[src/rtl/reset_seq_pkg.sv]
// rtl/reset_seq_pkg.sv - shared types for the staged reset sequencer
package reset_seq_pkg;

    typedef enum logic [1:0] {
        ASSERT,
        WAIT,
        RUN,
        FAULT
    } reset_seq_state_t;

endpackage

[src/rtl/reset_sequencer_if.sv]
// rtl/reset_sequencer_if.sv - control/status bundle between sequencer and reset domains
interface reset_sequencer_if #(
    parameter int STAGES = 3
);
    logic                        sw_reset_req;
    logic [STAGES-1:0]           stage_done;
    logic [STAGES-1:0]           stage_reset;
    logic                        ready;
    logic                        fault;
    logic [$clog2(STAGES)-1:0]   fault_stage;

    modport master (
        input  sw_reset_req,
        input  stage_done,
        output stage_reset,
        output ready,
        output fault,
        output fault_stage
    );

    modport slave (
        output sw_reset_req,
        output stage_done,
        input  stage_reset,
        input  ready,
        input  fault,
        input  fault_stage
    );
endinterface

[src/rtl/reset_seq_timer.sv]
// rtl/reset_seq_timer.sv - saturating loadable up-counter with clear and terminal match
module reset_seq_timer #(
    parameter int MAX_COUNT = 1,
    parameter int WIDTH     = (MAX_COUNT < 1) ? 1 : $clog2(MAX_COUNT + 1)
) (
    input  logic             clk,
    input  logic             reset_n,
    input  logic             clr,
    input  logic             en,
    input  logic             load,
    input  logic [WIDTH-1:0] load_value,
    output logic             match,
    output logic             zero
);
    localparam logic [WIDTH-1:0] TERM = WIDTH'(MAX_COUNT);

    logic [WIDTH-1:0] count;

    // Clear wins over load; counting stops at the terminal value so it never wraps.
    always_ff @(posedge clk or negedge reset_n) begin
        if (!reset_n) begin
            count <= '0;
        end else if (clr) begin
            count <= '0;
        end else if (load) begin
            count <= load_value;
        end else if (en && (count != TERM)) begin
            count <= count + 1'b1;
        end
    end

    assign match = (count == TERM);
    assign zero  = (count == '0);

endmodule

[src/rtl/reset_sequencer.sv]
// rtl/reset_sequencer.sv - ordered release of reset domains with hold time and per-stage watchdog
module reset_sequencer
    import reset_seq_pkg::*;
#(
    parameter int STAGES         = 3,
    parameter int HOLD_CYCLES    = 15,
    parameter int TIMEOUT_CYCLES = 0
) (
    input  logic               clk,
    input  logic               reset_n,
    reset_sequencer_if.master  bus
);
    localparam int IDX_W                = $clog2(STAGES);
    localparam logic [IDX_W-1:0] LAST   = IDX_W'(STAGES - 1);
    localparam int HOLD_MAX             = HOLD_CYCLES - 1;
    // With the watchdog off the timer only has to tell "zero" from "non-zero".
    localparam int WD_MAX               = (TIMEOUT_CYCLES == 0) ? 1 : TIMEOUT_CYCLES - 1;

    reset_seq_state_t   state_q, state_d;
    logic [IDX_W-1:0]   idx_q, idx_d;
    logic [STAGES-1:0]  stage_reset_q, stage_reset_d;
    logic               ready_q, ready_d;
    logic               fault_q, fault_d;
    logic [IDX_W-1:0]   fault_stage_q, fault_stage_d;
    logic               accept;
    logic               hold_match, hold_zero;
    logic               wd_match, wd_zero;

    // The hold counter runs only in ASSERT; it is parked at zero everywhere else.
    reset_seq_timer #(.MAX_COUNT(HOLD_MAX)) u_hold (
        .clk        (clk),
        .reset_n    (reset_n),
        .clr        (bus.sw_reset_req || hold_match || ((state_q != ASSERT) && !hold_zero)),
        .en         (state_q == ASSERT),
        .load       (1'b0),
        .load_value ('0),
        .match      (hold_match),
        .zero       (hold_zero)
    );

    // The watchdog measures cycles since the current stage was released.
    reset_seq_timer #(.MAX_COUNT(WD_MAX)) u_watchdog (
        .clk        (clk),
        .reset_n    (reset_n),
        .clr        (bus.sw_reset_req || (state_q != WAIT) || accept),
        .en         (1'b1),
        .load       (1'b0),
        .load_value ('0),
        .match      (wd_match),
        .zero       (wd_zero)
    );

    // State and every output are registered here.
    always_ff @(posedge clk or negedge reset_n) begin
        if (!reset_n) begin
            state_q       <= ASSERT;
            idx_q         <= '0;
            stage_reset_q <= '1;
            ready_q       <= 1'b0;
            fault_q       <= 1'b0;
            fault_stage_q <= '0;
        end else begin
            state_q       <= state_d;
            idx_q         <= idx_d;
            stage_reset_q <= stage_reset_d;
            ready_q       <= ready_d;
            fault_q       <= fault_d;
            fault_stage_q <= fault_stage_d;
        end
    end

    // Next-state logic; a software request overrides whatever else happens this cycle.
    always_comb begin
        state_d       = state_q;
        idx_d         = idx_q;
        stage_reset_d = stage_reset_q;
        ready_d       = ready_q;
        fault_d       = fault_q;
        fault_stage_d = fault_stage_q;
        accept        = 1'b0;

        if (bus.sw_reset_req) begin
            state_d       = ASSERT;
            idx_d         = '0;
            stage_reset_d = '1;
            ready_d       = 1'b0;
            fault_d       = 1'b0;
            fault_stage_d = '0;
        end else begin
            case (state_q)
                ASSERT: begin
                    if (hold_match) begin
                        stage_reset_d[0] = 1'b0;
                        idx_d            = '0;
                        state_d          = WAIT;
                    end
                end
                WAIT: begin
                    // The first cycle after a release never accepts, so a stale done can't skip a stage.
                    if (!wd_zero && bus.stage_done[idx_q]) begin
                        accept = 1'b1;
                        if (idx_q == LAST) begin
                            ready_d = 1'b1;
                            state_d = RUN;
                        end else begin
                            stage_reset_d[idx_q + 1'b1] = 1'b0;
                            idx_d                       = idx_q + 1'b1;
                        end
                    end else if ((TIMEOUT_CYCLES != 0) && wd_match) begin
                        fault_d       = 1'b1;
                        fault_stage_d = idx_q;
                        state_d       = FAULT;
                    end
                end
                default: begin
                end
            endcase
        end
    end

    assign bus.stage_reset = stage_reset_q;
    assign bus.ready       = ready_q;
    assign bus.fault       = fault_q;
    assign bus.fault_stage = fault_stage_q;

endmodule

[src/flat_wrapper.sv]
// flat-port wrapper written by rule: the top's interface ports become plain ports
module reset_sequencer_flat import reset_seq_pkg::*;
#(
    parameter int STAGES         = 3,
    parameter int HOLD_CYCLES    = 15,
    parameter int TIMEOUT_CYCLES = 0
)
  (clk, reset_n, bus_sw_reset_req, bus_stage_done, bus_stage_reset, bus_ready, bus_fault, bus_fault_stage);
  reset_sequencer_if #(.STAGES(STAGES)) bus_i ();
  input  logic clk;
  input  logic reset_n;
  input wire logic [$bits(bus_i.sw_reset_req)-1:0] bus_sw_reset_req;
  input wire logic [$bits(bus_i.stage_done)-1:0] bus_stage_done;
  output wire logic [$bits(bus_i.stage_reset)-1:0] bus_stage_reset;
  output wire logic [$bits(bus_i.ready)-1:0] bus_ready;
  output wire logic [$bits(bus_i.fault)-1:0] bus_fault;
  output wire logic [$bits(bus_i.fault_stage)-1:0] bus_fault_stage;
  assign bus_i.sw_reset_req = bus_sw_reset_req;
  assign bus_i.stage_done = bus_stage_done;
  assign bus_stage_reset = bus_i.stage_reset;
  assign bus_ready = bus_i.ready;
  assign bus_fault = bus_i.fault;
  assign bus_fault_stage = bus_i.fault_stage;
  reset_sequencer #(.STAGES(STAGES), .HOLD_CYCLES(HOLD_CYCLES), .TIMEOUT_CYCLES(TIMEOUT_CYCLES)) u_core (.clk(clk), .reset_n(reset_n), .bus(bus_i));
endmodule
[config.mk]
export PLATFORM = sky130hd
export DESIGN_NAME = reset_sequencer_flat
export DESIGN_NICKNAME = d
export VERILOG_FILES = /design/src/rtl/reset_seq_pkg.sv /design/src/rtl/reset_sequencer_if.sv /design/src/rtl/reset_seq_timer.sv /design/src/rtl/reset_sequencer.sv /design/src/flat_wrapper.sv
export SDC_FILE = /design/constraint.sdc
export NUM_CORES = 1
export LEC_CHECK = 0
export ABC_AREA = 1
export CELL_PAD_IN_SITES_DETAIL_PLACEMENT = 2
export CELL_PAD_IN_SITES_GLOBAL_PLACEMENT = 2
export CORE_MARGIN = 2
export CORE_UTILIZATION = 27
export CTS_CLUSTER_DIAMETER = 60
export DETAILED_ROUTE_END_ITERATION = 6
export GPL_TIMING_DRIVEN = 0
export HOLD_SLACK_MARGIN = 0.08
export PLACE_DENSITY = 0.73
export SYNTH_ARGS = -nofsm -noshare
export SYNTH_HDL_FRONTEND = slang
export SYNTH_SLANG_ARGS = --single-unit
export TNS_END_PERCENT = 50
[constraint.sdc]
create_clock -name clk -period 1.2 [get_ports clk]
set_clock_uncertainty 0.05 [all_clocks]
set_input_delay 0.18 -clock clk [delete_from_list [all_inputs] [get_ports clk]]
set_output_delay 0.18 -clock clk [all_outputs]
set_load 0.005 [all_outputs]
# --- Word-level counts from Yosys, hierarchy flattened ---
# Index checks and enable logic that the tools add are counted.
totals:
  reg_bits: 13
  out_inout_bits: 7
  wordCells: 77
classes:
  add_sub_neg: 3
  n_lt_le_gt_ge: 3
  eq_ne: 10
  muxes: 31
  bitwise: 2
  reduce_logical: 21
op_table:
  columns: ["cell", "n"]
  rows:
  - ["$mux 2", 9]
  - ["$mux 1", 12]
  - ["$reduce_bool 2->1", 5]
  - ["$mux 3", 3]
  - ["$ne 3x2->1 const B", 3]
  - ["$mux 4", 2]
  - ["$pmux 2 s2", 2]
  - ["$reduce_and 4->1", 2]
  - ["$lt 2x3->1 const B", 2]
  - ["$reduce_and 3->1", 2]
  - ["$add 4x1->4 const B", 1]
  - ["$eq 4x4->1 const B", 1]
  - ["$logic_and 1x1->1", 4]
  - ["$logic_not 4->1", 1]
  - ["$logic_or 1x1->1", 4]
  - ["$ne 4x4->1 const B", 1]
  - ["$and 3x3->3", 1]
  - ["$ne 3x3->1 const B", 1]
  - ["$not 3->3", 1]
  - ["$reduce_bool 3->1", 1]
  - ["$add 2x1->2 const B", 1]
  - ["$bmux 1 s2", 1]
  - ["$demux 1 s2", 1]
  - ["$eq 2x1->1 const B", 1]
  - ["other kinds (8)", 8]

# --- Longest topological paths before layout ---
# Gate-level depths: netlist of run 1.
depth:
  depth_word: 11
  depth_mapped: 9

# --- Cells and area by module ---
# Synthesis of run 1 repeated with hierarchy kept, for this count alone.
unflattened:
  cells_unflattened: 125
  area_unflattened_um2: 934.6
modules_own_cells:
  columns: ["module", "instances", "cells_each", "area_per_inst_um2", "seq_area_each_um2"]
  rows:
  - ["reset_sequencer", 1, 72, 553.0, 203.9]
  - ["reset_seq_timer (u_core.u_hold)", 1, 43, 322.8, 100.1]
  - ["reset_seq_timer (u_core.u_watchdog)", 1, 10, 58.8, 25.0]

# --- Least setup slack after synthesis of run 1 ---
# OpenSTA, ideal clock, no wires.
synth_path:
  path_kind: "flip-flop to flip-flop"
  start: "reg u_core.idx_q[0]"
  end: "reg u_core.idx_q[0]"
  setup_ns: 0.117
  arrival_time_ns: 1.156
  required_time_ns: 1.033
  setup_slack_ns: -0.123
  stages_incl_launch_ff: 9
  path_buffers: 0
  path_cell_list: "dfrtp_1 > inv_1 > ha_1 > inv_1 > nor2_4 > nor2_4 > nand2_4 > nand2_1 > nand2_1"
synth_between:
  elab_chain_cells: 5
  word_cells_on_any_way: 12
synth_rtl:
  columns: ["item", "line", "text"]
  rows:
  - ["from (decl)", "reset_sequencer.sv:20", "logic [IDX_W-1:0] idx_q, idx_d;"]
  - ["from (signal assigned)", "reset_sequencer.sv:64", "idx_q <= idx_d;"]
  - ["$add 2x1->2 or $bmux 1 s2 (tied branches)", "reset_sequencer.sv:107, reset_sequencer.sv:100", null]
  - ["$mux 2 or $mux 1 (tied branches)", "reset_sequencer.sv:102, reset_sequencer.sv:100", null]
  - ["$mux 2 or $logic_and 1x1->1 (tied branches)", "reset_sequencer.sv:100", "if (!wd_zero && bus.stage_done[idx_q]) begin"]
  - ["$pmux 2 s2 or $ne 3x2->1 (tied branches)", null, null]
  - ["$mux 2 or $reduce_and 4->1 (tied branches)", null, null]
# Several ways; a longest one is shown, not always the timed one. The select of a mux whose other input is x is not followed.
# A chain may end at the register's enable or synchronous reset.

# --- Worst setup path after layout of run 1 ---
layout_path:
  start: "reg u_core.u_hold.count[0]"
  end: "reg u_core.idx_q[1]"
layout_between:
  elab_chain_cells: 3
layout_rtl:
  columns: ["item", "line", "text"]
  rows:
  - ["from (decl)", "reset_seq_timer.sv:17", "logic [WIDTH-1:0] count;"]
  - ["from (signal assigned)", "reset_seq_timer.sv:26", "count <= load_value;"]
  - ["from (signal assigned)", "reset_seq_timer.sv:28", "count <= count + 1'b1;"]
  - ["$eq 4x4->1", "reset_seq_timer.sv:32", "assign match = (count == TERM);"]
  - ["$ne 3x2->1 (no line)", null, null]
  - ["$reduce_and 4->1 (no line)", null, null]
# Every way passes these cells.

==> results of run 1 <==
final cells by class:
| class | count | area (um2) |
|---|---|---|
| fill | 345 | 1860 |
| multi-input combinational | 74 | 513 |
| sequential | 13 | 333 |
| timing repair buffer | 19 | 159 |
| inverter | 13 | 48.8 |
| tap | 33 | 41.3 |
| clock buffer | 4 | 26.3 |
| buffer | 3 | 22.5 |
layer usage:
layer,vias to the layer above,GRT usage [%]
li1,358,-
met1,349,15.5
met2,11,24.8
met3,5,2.62
met4,0,5.71
met5,-,0
worst max path at each step:
stage / slack [ns] / end / cells past startpoint / start
3_3_place_gp: -0.25 / u_core.idx_q[1] / 8 / bus_stage_done[1]
4_1_cts: -0.10 / u_core.idx_q[0] / 9 / u_core.u_hold.count[0]
5_1_grt: -0.20 / u_core.idx_q[0] / 9 / u_core.u_hold.count[0]
2_1_floorplan: -0.08 / u_core.idx_q[0] / 9 / u_core.u_hold.count[0]
6_report: -0.12 / u_core.idx_q[1] / 9 / u_core.u_hold.count[0]
3_5_place_dp: -0.26 / u_core.idx_q[1] / 8 / bus_sw_reset_req
placed cells by master (no fill, tap or decap), drive strengths merged, types with 2 or more instances in the layout:
cell type,n
ha,7
conb,3
nand4,3
dfrtp,10
clkbuf,4
clkdlybuf4s50,5
inv,13
nand2,28
xor2,2
dfstp,3
buf,16
nand3,10
nor2,15
cells by family after synthesis:
logic type      after synthesis  share of synthesized area, %
compound gates                4                          2.99
simple gates                 57                          35.0
xor+xnor                      3                          3.14
fa+ha+maj                     7                          10.5
buf+inv                      16                          8.53
other cells                   1                         0.449
flops                        13                          39.4
where the power goes:
part / internal [mW] / total [mW] / leakage, nW / switching, mW
Sequential: 0.453 / 0.467 / 0.164 / 0.0144
Clock: 0.129 / 0.277 / 0.0150 / 0.148
Combinational: 0.0703 / 0.141 / 0.379 / 0.0702
Total: 0.652 / 0.884 / 0.558 / 0.233
critical path, cell delays in order (launching register included):
cell	delay, ns
dfrtp_1	0.40
inv_2	0.09
ha_4	0.14
nand3_4	0.07
nand3_2	0.07
nand2_2	0.07
nor2_4	0.15
nand2_4	0.08
nand2_2	0.06
nand2_1	0.05
flip-flops by register name, indices dropped and copies added (netlist names):
signal,count
u_core.u_watchdog.match,1
u_core.idx_q,2
u_core.u_hold.count,4
u_core.bus.ready,1
u_core.state_q,2
u_core.bus.stage_reset,3
stage by stage:
stage | cell area, um2 | power (mW) | setup WS [ns] | instances | hold slack [ns]
4_1_cts | 1090 | 0.887 | -0.104 | 157 | 0.267
6_report | 1140 | 0.884 | -0.124 | 159 | 0.239
3_5_place_dp | 993 | 0.585 | -0.258 | 145 | 0.414
3_3_place_gp | 993 | 0.578 | -0.250 | 145 | 0.405
2_1_floorplan | 862 | 0.535 | -0.0772 | 103 | -0.166
5_1_grt | 1140 | 0.951 | -0.198 | 159 | 0.270
timing repair:
| action | CTS | global route |
|---|---|---|
| resized for setup | 23 | 9 |
| buffers inserted | 8 | 2 |
| hold endpoints to repair | 0 | 0 |
| pin swaps | 5 | 1 |
| hold buffers | 0 | 0 |
| endpoints found under the setup margin | 16 | 13 |
==> summary.md, run 1 <==
| Metric | Value |
|---|---|
| Final WL | 2170 um |
| Depth of the CTS H-tree | 1 |
| Final HPWL DP | 1440 um |
| Worst Tran Pin Value | roughly 0.63 ns |
| Highest routed layer | met4 |
| Die area | 0.00356 mm2 |
| Hold Vio Cnt, Final | 0 |
| FFs w/ async S/R, synth | 100% |
| Share of cells above drive strength 1 | 40.5% |
| Number of global-route vias before repair | approximately 810 |
| Power per cell area | 773 mW/mm2 |
| Reg2reg setup slack | -0.12 ns |
| Initial cell density of the core | about 28% |
| WL met3 | 65 um |
| DR DRC count | 0 |
| Detail Route Antenna Nets | 0 |
| Top cells by area, synth | dfrtp_1 (30%), nand2_1 (11%), ha_1 (10%), dfstp_2 (9.4%), nor2_1 (5.4%) |
| Reg clk slew, reported paths | 0.08 ns |
| Clk_lat worst skew | 0.27 ns |
| Most frequent cell after synthesis | nand2_1 |
| Final setup margin | -0.124 ns |
| Synthesized cell area | 836 um2 |
| Metal2 WL | 1160 um |
| DR iter-0 viols | 16 |
| Endpoints failing setup | 8 |
| Area grow syn2layout | 36.8% |
| HP Class | input pin to asynchronous set/reset pin |
| Max Clk Rate | roughly 760 MHz |
| Failing checks | setup timing |
| CTS tree | yes |
| LEAKAGE | about 0.56 nW |
| # IOs | 13 |
| Critical Path RT | 1.32 ns |
| Crit path time final | roughly 1.3 ns |
| Top cells by count, synth | nand2_1 (24), nor2_1 (12), dfrtp_1 (10), inv_1 (10) |
| Initial DRT Pass Iterations | 2 |
| Clock sinks | 13 |
| Post-DR wirelength/cell | 13.7 um |
| Grt total ovfl | 0 |
| VDD IR max | 0.000261 V |
| First-pass GRT wire length | approximately 3600 um |
| Cell Rows | 20 |
| Synth Register Bits | 13 |
| Worst reg2reg path endpoint | u_core.idx_q[1] |
| Nets@finish | 140 |
| Chip height | roughly 60 um |
| Yosys warns | 0 |
| Slew Limit Fails | 0 |
| Num CTS Buffers | 3 |
| Synth cell types | 22 |
| Via density | 4.55 |
| RSZ-0062 raised after global routing | yes |
| Max_cap viols | 0 |
| Die X | 59.6 um |
| Util after Layout | 38.1% |
| CP arrival | approximately 1.5 ns |
| CTS max path bufs | 2 |
| Register area share after synthesis | around 40% |
| Final Cycle Share | 110% |
| Synth top area share | 29.9% |
| CP Max Fanout | 4 |
| Area leader, netlist | dfrtp_1 |
| Floorplan core area | around 0.003 mm2 |
| CP Launch Type | flop |
| FF-to-FF Start | u_core.u_hold.count[0] |
| Largest net degree at the start of global routing | 14 |
| ANT cells | 0 |
| Status | complete, but fails checks |
| Number of synthesized flops with an enable pin | 0 |
| I/O Buffers | 9 |
| Final setup TNS | -0.682 ns |
| Initial antenna violation count | 0 |
| Total track usage | 13.7% |
| Syn avg cell area | ~8.3 um2 |
| Vias | 723 |
| Relative slew margins | 58.1% |
| Crit Path Category | flop to flop |
| Gpl congestion | around 0.73 |
| Synth Flop Type | dfrtp_1 |
| CP endpoint kind | flop |
| Worst reg2reg path depth | 9 |
| Met1 wire length | 909 um |
| Gate Count Post-Synth | 101 |
| Clk root buf | clkbuf_4 |
Note: power is estimated with default switching activity, not from simulation.
==> inputs of run 2 (changes only) <==
--- a/config.mk
+++ b/config.mk
@@ -12,7 +12,6 @@
 export CORE_UTILIZATION = 27
 export CTS_CLUSTER_DIAMETER = 60
 export DETAILED_ROUTE_END_ITERATION = 6
-export GPL_TIMING_DRIVEN = 0
 export HOLD_SLACK_MARGIN = 0.08
 export PLACE_DENSITY = 0.73
 export SYNTH_ARGS = -nofsm -noshare
==> run 2 against run 1 <==
Net effect:
- highest routed layer unchanged
- combinational power up 9.9%
- maximum frequency down 2.8%
- critical path depth unchanged
- die area unchanged
- critical path type unchanged
- count of clock-buffer cells in the layout unchanged
- the flow still finishes with violations (setup timing)
- via count up 6.2%
- largest cell class unchanged
- worst setup slack worse by 0.037 ns
- final cell count up 5.0%
==> summary.md, run 2 (synthesis gave the netlist of run 1 again) <==
| Metric | Value |
|---|---|
| Num CTS Buffers | 3 |
| Endpoints failing setup | 8 |
| First-pass GRT wire length | 3930 um |
| Detail Route Antenna Nets | 0 |
| Hold Vio Cnt, Final | 0 |
| DP Area | between 0.001 and 0.0015 mm2 |
| Max reg flops | 4 |
| Chip height | 59.6 um |
| Psw | 0.242 mW |
| Final WL | 2380 um |
| RSZ-0062 raised after global routing | yes |
| CP Max Fanout | 2 |
| Max Clk Rate | 734 MHz |
| Depth of the CTS H-tree | 1 |
| Final setup margin | -0.162 ns |
| Total track usage | 15.3% |
| Failing checks | setup timing |
| Clock network fraction of total power | 31.0% |
| Reg clk slew, reported paths | ~0.090 ns |
| Comb pwr share | 17.2% |
| Via density | 4.60 |
| Initial cell density of the core | 27.8% |
| Initial DRT Pass Iterations | 4 |
| CP endpoint kind | flop |
| CP Launch Type | flop |
| Reg2reg setup slack | -0.16 ns |
| Largest net degree at the start of global routing | 14 |
| CTS max path bufs | 2 |
| Crit path launch | u_core.u_hold.count[0] |
| Crit path time final | 1.36 ns |
| Hold slack | 0.163 ns |
| Area grow syn2layout | 48.8% |
| Clk_lat worst skew | 0.27 ns |
| Power Internal | approximately 0.66 mW |
| FF-to-FF Start | u_core.u_hold.count[0] |
| Vias | 768 |
| Cell Rows | 20 |
| Worst reg2reg path depth | 9 |
| Sequential share of power | 51.8% |
| CP arrival | 1.47 ns |
| Status | complete, but fails checks |
| Layout fillers | 342 |
| Critical Path RT | 1.31 ns |
| HP Class | input pin to asynchronous set/reset pin |
| Slew Limit Fails | 0 |
| Die X | 59.6 um |
| VDD IR max | 0.000329 V |
| Max incr delay on CP | 0.41 ns |
| LEAKAGE | approximately 0.59 nW |
| # IOs | 13 |
| Most frequent cells in the layout | buf_4 (20), nand2_1 (18), nand2_2 (7) |
| Clock sinks | 13 |
| Crit-path most repeated cell | nand2_1 |
| Post-route cell area | between 0.001 and 0.0015 mm2 |
| CTS tree | yes |
| Number of global-route vias before repair | 852 |
| Worst reg2reg path endpoint | u_core.state_q[0] |
| Final HPWL DP | between 1500 and 2000 um |
| Max_cap viols | 0 |
| Biggest register | u_core.u_hold.count |
| Clk root buf | clkbuf_4 |
| Share of cells above drive strength 1 | 53.0% |
| Final Cycle Share | 113% |
| DR DRC count | 0 |
| Crit Path Category | flop to flop |
| Gpl congestion | between 0.7 and 0.8 |
| Grt total ovfl | 0 |
| I/O Buffers | 9 |
| Power per cell area | 723 mW/mm2 |
| Post-DR wirelength/cell | 14.2 um |
| Die area | about 0.0036 mm2 |
| ANT cells | 0 |
| Initial antenna violation count | 0 |
| Nets@finish | 148 |
| Worst path slowest cell | dfrtp_1 |
| Net Sw Frac | between 20% and 30% |
| Commonest non-fill, non-tap cell in the layout | buf_4 |
| Worst setup endpoint | u_core.state_q[0] |
| Worst path cell trace | inv_2 -> ha_4 -> nand3_4 -> nand3_4 -> nand2_4 -> nor2_2 -> nand2_1 -> nand2_1 -> nand2_1 |
| Floorplan core area | 0.00300 mm2 |
| DR iter-0 viols | 10 |
run 2: worst max-delay path, delay by kind of cell (launching register included):
family / cells / cell delay (ns)
simple gates: 7 / 0.55
buf+inv: 1 / 0.09
fa+ha+maj: 1 / 0.15
flops: 1 / 0.41
run 2: final cells by class:
class / instances / area (um2) / share of cell area [%]
multi-input cells: 74 / 554 / 44.6
well taps: 33 / 41.3 / 3.32
repair buffers: 30 / 236 / 19.0
flip-flops and latches: 13 / 334 / 26.9
clock buffers: 4 / 26.3 / 2.11
inverters: 13 / 51.3 / 4.12
run 2: power by group through the flow:
stage	combinational (mW)	sequential, mW	clock [mW]
2_1_floorplan	0.0631	0.472	0
3_3_place_gp	0.126	0.471	0
3_5_place_dp	0.135	0.473	0
4_1_cts	0.142	0.466	0.298
5_1_grt	0.171	0.468	0.317
6_report	0.155	0.466	0.278
run 2: metal layers:
layer	global-route usage, %	vias to the layer above	routed length, um
li1	-	374	-
met1	15.5	380	905
met2	29.7	10	1360
met3	2.84	4	68
met4	7.30	0	44
met5	0	-	0
run 2: what timing repair did:
item | 4_1_cts | 5_1_grt
gates resized for setup | 21 | 25
hold buffers | 0 | 0
setup endpoints to repair | 16 | 14
buffers inserted | 1 | 4
pin swaps | 3 | 5
run 2: metrics by stage:
| step | total power [mW] | std cells | setup WS (ns) | TNS (ns) | util (%) |
|---|---|---|---|---|---|
| after global routing | 0.956 | 167 | -0.235 | -1.60 | 41.4 |
| final | 0.899 | 167 | -0.162 | -0.756 | 41.4 |
| after floorplan | 0.535 | 103 | -0.0772 | -0.188 | - |
| after detailed placement | 0.608 | 158 | -0.284 | -2.54 | 36.3 |
| after CTS | 0.906 | 163 | -0.166 | -1.11 | 38.0 |
| after global placement | 0.597 | 158 | -0.217 | -1.90 | 36.3 |
run 2: worst min-delay path by stage:
stage                                      endpoint  slack, ns
after detailed placement  u_core.bus.stage_reset[2]       0.41
after CTS                    u_core.u_hold.count[2]       0.15
after global routing         u_core.u_hold.count[2]       0.18
after global placement    u_core.bus.stage_reset[1]       0.41
after floorplan                    u_core.bus.ready      -0.17
final                        u_core.u_hold.count[2]       0.16
==> inputs of run 3 (changes only) <==
--- a/config.mk
+++ b/config.mk
@@ -12,8 +12,10 @@
 export CORE_UTILIZATION = 27
 export CTS_CLUSTER_DIAMETER = 60
 export DETAILED_ROUTE_END_ITERATION = 6
+export GPL_TIMING_DRIVEN = 0
 export HOLD_SLACK_MARGIN = 0.08
 export PLACE_DENSITY = 0.73
+export SLEW_MARGIN = 5
 export SYNTH_ARGS = -nofsm -noshare
 export SYNTH_HDL_FRONTEND = slang
 export SYNTH_SLANG_ARGS = --single-unit
==> results of run 3 <==
No change in the layout: final DEF, timing and power equal those of run 1.
